<file path="config.mk">
export PLATFORM = sky130hd
export DESIGN_NAME = frac_lutk_cfg
export DESIGN_NICKNAME = d
export VERILOG_FILES = /design/src/rtl/frac_lutk_cfg.sv
export SDC_FILE = /design/constraint.sdc
export NUM_CORES = 1
export LEC_CHECK = 0
export BUFFER_PORTS_ARGS = -buffer_cell sky130_fd_sc_hd__buf_2
export CAP_MARGIN = 20
export CORE_MARGIN = 4
export CORE_UTILIZATION = 40
export CTS_CLUSTER_DIAMETER = 40
export DETAILED_ROUTE_END_ITERATION = 16
export PLACE_DENSITY = 0.54
export SLEW_MARGIN = 25
export SYNTH_ARGS = -nofsm -noshare
export SYNTH_HDL_FRONTEND = slang
export SYNTH_SLANG_ARGS = --single-unit
</file>
<file path="constraint.sdc">
create_clock -name prog_clk -period 2.4 [get_ports prog_clk]
set_input_delay 0.24 -clock prog_clk [delete_from_list [all_inputs] [get_ports prog_clk]]
set_output_delay 0.24 -clock prog_clk [all_outputs]
set_load 0.03 [all_outputs]
</file>
<file path="src/rtl/frac_lutk_cfg.sv">
// Fracturable K-input LUT with a serial configuration chain (T table bits + mode bit),
// load sequencing with parity check, and readback through ccff_tail.
module frac_lutk_cfg #(
  parameter int unsigned K = 6
) (
  input  logic         prog_clk,
  input  logic         pReset,
  input  logic         cfg_en,
  input  logic         ccff_head,
  input  logic         cfg_parity,
  input  logic [K-1:0] in,
  output logic         ccff_tail,
  output logic         cfg_done,
  output logic         cfg_err,
  output logic         lutk_out,
  output logic [1:0]   lutkm1_out
);

  localparam int unsigned T  = 1 << K;
  localparam int unsigned N  = T + 1;
  localparam int unsigned CW = $clog2(N + 1);
  localparam int unsigned AW = K - 1;

  typedef enum logic [1:0] {
    UNCFG = 2'd0,
    LOAD  = 2'd1,
    DONE  = 2'd2
  } state_t;

  state_t          state;
  state_t          state_next;
  logic [T-1:0]    lut_table;
  logic            mode;
  logic [CW-1:0]   cnt;
  logic            par_run;

  logic            shift_c;
  logic            start_c;
  logic            last_c;

  logic [AW-1:0]   addr_c;
  logic            lo_bit_c;
  logic            hi_bit_c;
  logic            sel_top_c;

  // State register
  always_ff @(posedge prog_clk or posedge pReset) begin
    if (pReset) begin
      state <= UNCFG;
    end else begin
      state <= state_next;
    end
  end

  // Next-state logic
  always_comb begin
    state_next = state;
    case (state)
      UNCFG, DONE: begin
        if (cfg_en) state_next = LOAD;
      end
      LOAD: begin
        if (cfg_en && (cnt == CW'(N - 1))) state_next = DONE;
      end
      default: state_next = UNCFG;
    endcase
  end

  // Per-state control strobes for the datapath
  always_comb begin
    shift_c = 1'b0;
    start_c = 1'b0;
    last_c  = 1'b0;
    case (state)
      UNCFG, DONE: begin
        shift_c = cfg_en;
        start_c = cfg_en;
      end
      LOAD: begin
        shift_c = cfg_en;
        last_c  = cfg_en && (cnt == CW'(N - 1));
      end
      default: begin
        shift_c = 1'b0;
      end
    endcase
  end

  // Configuration chain: head enters table[0], table[T-1] moves into mode
  always_ff @(posedge prog_clk or posedge pReset) begin
    if (pReset) begin
      lut_table <= '0;
      mode      <= 1'b0;
    end else if (shift_c) begin
      lut_table <= {lut_table[T-2:0], ccff_head};
      mode      <= lut_table[T-1];
    end
  end

  // Bit counter, running parity and status flags
  always_ff @(posedge prog_clk or posedge pReset) begin
    if (pReset) begin
      cnt      <= '0;
      par_run  <= 1'b0;
      cfg_err  <= 1'b0;
      cfg_done <= 1'b0;
    end else begin
      if (start_c) begin
        cnt     <= CW'(1);
        par_run <= ccff_head;
        cfg_err <= 1'b0;
      end else if (shift_c) begin
        cnt     <= cnt + CW'(1);
        par_run <= par_run ^ ccff_head;
        if (last_c) cfg_err <= (par_run ^ ccff_head) != cfg_parity;
      end
      cfg_done <= (state_next == DONE);
    end
  end

  assign ccff_tail = mode;

  // Fractured lookup: two (K-1)-input halves, mode steers the K-input result to the upper half
  assign addr_c     = in[AW-1:0];
  assign lo_bit_c   = lut_table[{1'b0, addr_c}];
  assign hi_bit_c   = lut_table[{1'b1, addr_c}];
  assign sel_top_c  = in[K-1] | mode;
  assign lutkm1_out = cfg_done ? {hi_bit_c, lo_bit_c} : 2'b00;
  assign lutk_out   = cfg_done & (sel_top_c ? hi_bit_c : lo_bit_c);

endmodule

</file>
==> run_results.csv <==
group,metric,value,unit
die,initial_core_util,0.409,
min_path,whs_path_depth,3,
sta,rsz0062_at_grt,"yes",
die,pin_count,17,
sta,tightest_slew,0.445,ns
placed_design,routabilityCongestion,0.730,
worst_setup_path,cp.arrival,2.28,ns
synth,async_flop_share,1.00,
global_route,grt_pass1_vias,2086,
synth,syn-cell-area,0.00353,mm2
global_route,antenna_found_initial,0,
detailed_routing,routedWlPerCell,16.1,um
min_path,hold_path_end,"lut_table[0]",
synth,synth.most_common_cell,"dfrtp_1",
worst_setup_path,r2r_cells,3,
worst_setup_path,setup.worst_path.class,"reg2out",
clocking,ctsRootBufferMaster,"clkbuf_8",
clocking,clk_latency,0.34,ns
synth,synthTopCellsByCount,"77 x dfrtp_1, 67 x mux2_2, 12 x mux4_2",
worst_setup_path,reg2reg_to,"lut_table[12]",
global_route,gr-total-overflow,0,
detailed_routing,viasPerCell,5.26,
detailed_routing,vias,1998,
min_path,hold_path_class,"in2reg",
synth,synth.area.top_cells,"dfrtp_1 55%, mux2_2 21%, mux4_2 7.7%",
worst_setup_path,r2r-start,"state[0]",
global_route,track_usage,0.133,
power,cellPowerDensity,830,mW/mm2
die,core_area,0.00864,mm2
sta,fmax,0.397,GHz
worst_setup_path,startpoint_type,"register",
global_route,grt_first_pass_wirelength,10700,um
synth,syn_avg_cell_area,15.3,um2
min_path,hold_start,"ccff_head",
sta,slew_violations,0,
die,dieArea,0.0104,mm2
finish,fin_nets,280,
synth,yosysTopAreaCellShare,0.546,
sta,setup_ws,-0.117,ns
sta,max_slew_margin,0.703,
synth,synth_ff_type,"dfrtp_1",
synth,ys_seq_area_frac,0.546,
clocking,numCtsBuffers,9,
synth,yosys_register_bits,77,
synth,synth_cell_type_count,29,
sta,finalSetupViolCount,1,
die,die_height,102,um
die,fp-row-count,34,
finish,drive_gt1_frac,0.522,
synth,synth_nets,244,
placed_design,post-dp-hpwl,3990,um
sta,holdWs,0.173,ns
job,max-cap-violations,0,
worst_setup_path,required,2.16,ns
clocking,cts_htree_levels,3,
finish,antenna_cells,0,
clocking,cts_tree,"yes",
synth,synth_edf_count,0,
sta,period_share,1.05,
clocking,clkSlewWorstSetupHoldPaths,0.08,ns
detailed_routing,routed_wl,6120,um
outcome,violations,"setup timing",
detailed_routing,first_pass_iters,4,
clocking,cts.sinks,77,
synth,syn_inst,231,
finish,areaGrowthSynthToFinish,15.6,%
sta,hold_viol,0,
sta,skew,0.00958,ns
sta,min_period,2.52,ns
worst_setup_path,rrSetupSlack,0.77,ns
synth,synth_top_area_cell,"dfrtp_1",
placed_design,io_buffers,16,
clocking,cts_max_path_buffers,2,
detailed_routing,drc,0,
outcome,outcome,"finished, violations left",
sta,fin_tns_setup,-0.117,ns
global_route,grt_max_degree,78,
worst_setup_path,path_max_fanout,3,
detailed_routing,ant_nets,0,
die,die_w,102,um
power,peakVddDrop,312,uV
detailed_routing,dr.first_iter.drc_count,40,
power,power_leakage,1.91,nW
synth,ys_warn_count,0,
worst_setup_path,end_kind,"output pin",
-- report_power, final --
| group | switching, mW | internal (mW) | leakage [nW] | total (mW) |
|---|---|---|---|---|
| Clock | 0.503 | 0.484 | 0.0918 | 0.987 |
| Combinational | 0.236 | 0.422 | 0.804 | 0.658 |
| Sequential | 0.188 | 1.55 | 1.02 | 1.74 |
-- what timing repair did --
item | CTS | global route
endpoints found under the hold margin | 41 | 0
gates cloned | 0 | 0
hold buffers | 1 | 0
endpoints found under the setup margin | 2 | 3
setup buffers | 7 | 3
resized for setup | 6 | 7
-- worst max-delay path: stages, from the launching register on --
cell,delay [ns]
dfrtp_1,0.40
mux4_2,0.48
mux4_2,0.49
inv_2,0.07
a221oi_2,0.06
mux2_4,0.30
buf_6,0.14
-- cell usage in the layout, fill, tap and decap left out, types with 2 or more instances in the layout --
cell type | synthesis | routed
xnor2_1 | 2 | 2
ha_1 | 2 | 2
a21oi_1 | 2 | 2
mux4_2 | 12 | 16
buf_6 | 1 | 2
dfrtp_1 | 77 | 77
nor2_1 | 6 | 6
buf_4 | 0 | 18
clkbuf_8 | 0 | 9
xor2_1 | 4 | 4
inv_2 | 0 | 3
or3_1 | 2 | 2
o31ai_2 | 0 | 2
clkinvlp_4 | 0 | 3
inv_1 | 6 | 3
nand2_1 | 7 | 7
mux2_2 | 67 | 66
buf_2 | 3 | 14
nor2b_1 | 3 | 3
mux4_1 | 6 | 2
mux2i_1 | 3 | 3
a221oi_2 | 0 | 2
nand2b_1 | 3 | 3
nand4_1 | 2 | 2
o21ai_0 | 6 | 6
-- area by class of cell --
type | instances | area (um2)
Multi-Input combinational cell | 137 | 1540
Timing Repair Buffer | 36 | 258
Sequential cell | 77 | 1930
Fill cell | 771 | 4560
Clock inverter | 7 | 75.1
Tap cell | 108 | 135
Inverter | 6 | 22.5
Clock buffer | 9 | 124
-- worst max path at each step --
stage                  startpoint  endpoint  slack (ns)
floorplan                   in[1]  lutk_out        0.15
global placement            in[1]  lutk_out       -0.02
detailed placement          in[1]  lutk_out       -0.06
CTS                 lut_table[63]  lutk_out       -0.14
global route        lut_table[61]  lutk_out       -0.18
finish              lut_table[63]  lutk_out       -0.12
-- per-stage QoR --
stage	utilization	std cells	total power, mW	worst slack [ns]	instance area [um2]
2_1_floorplan	-	231	2.18	0.146	3540
3_3_place_gp	0.438	353	2.33	-0.0249	3780
3_5_place_dp	0.438	353	2.34	-0.0638	3780
4_1_cts	0.470	377	3.40	-0.137	4060
5_1_grt	0.472	380	3.60	-0.183	4080
6_report	0.472	380	3.39	-0.117	4080
-- registers in the layout, summed over array words and instances, names as in the netlist --
register,cells
lut_table,64
par_run,1
cfg_done,1
cfg_err,1
state,2
cnt,7
ccff_tail,1
-- kinds of logic (layout without fill, tap and decap cells) --
logic type	after synthesis	count (layout)	synth area share
compound gates	14	14	0.0245
xor+xnor	6	6	0.0149
fa+ha+maj	2	2	0.00709
buf+inv	17	58	0.0245
flops	77	77	0.546
mux	88	88	0.344
simple gates	27	27	0.0394
-- layer usage --
layer  up-vias  share of wire  global-route usage
met3         8          0.026              0.0253
met1      1037           0.51               0.193
met5         -              0                   0
met4         0          0.017              0.0575
met2        19           0.44               0.197
li1        934              -                   -
Power figures use the tool's default switching activity.
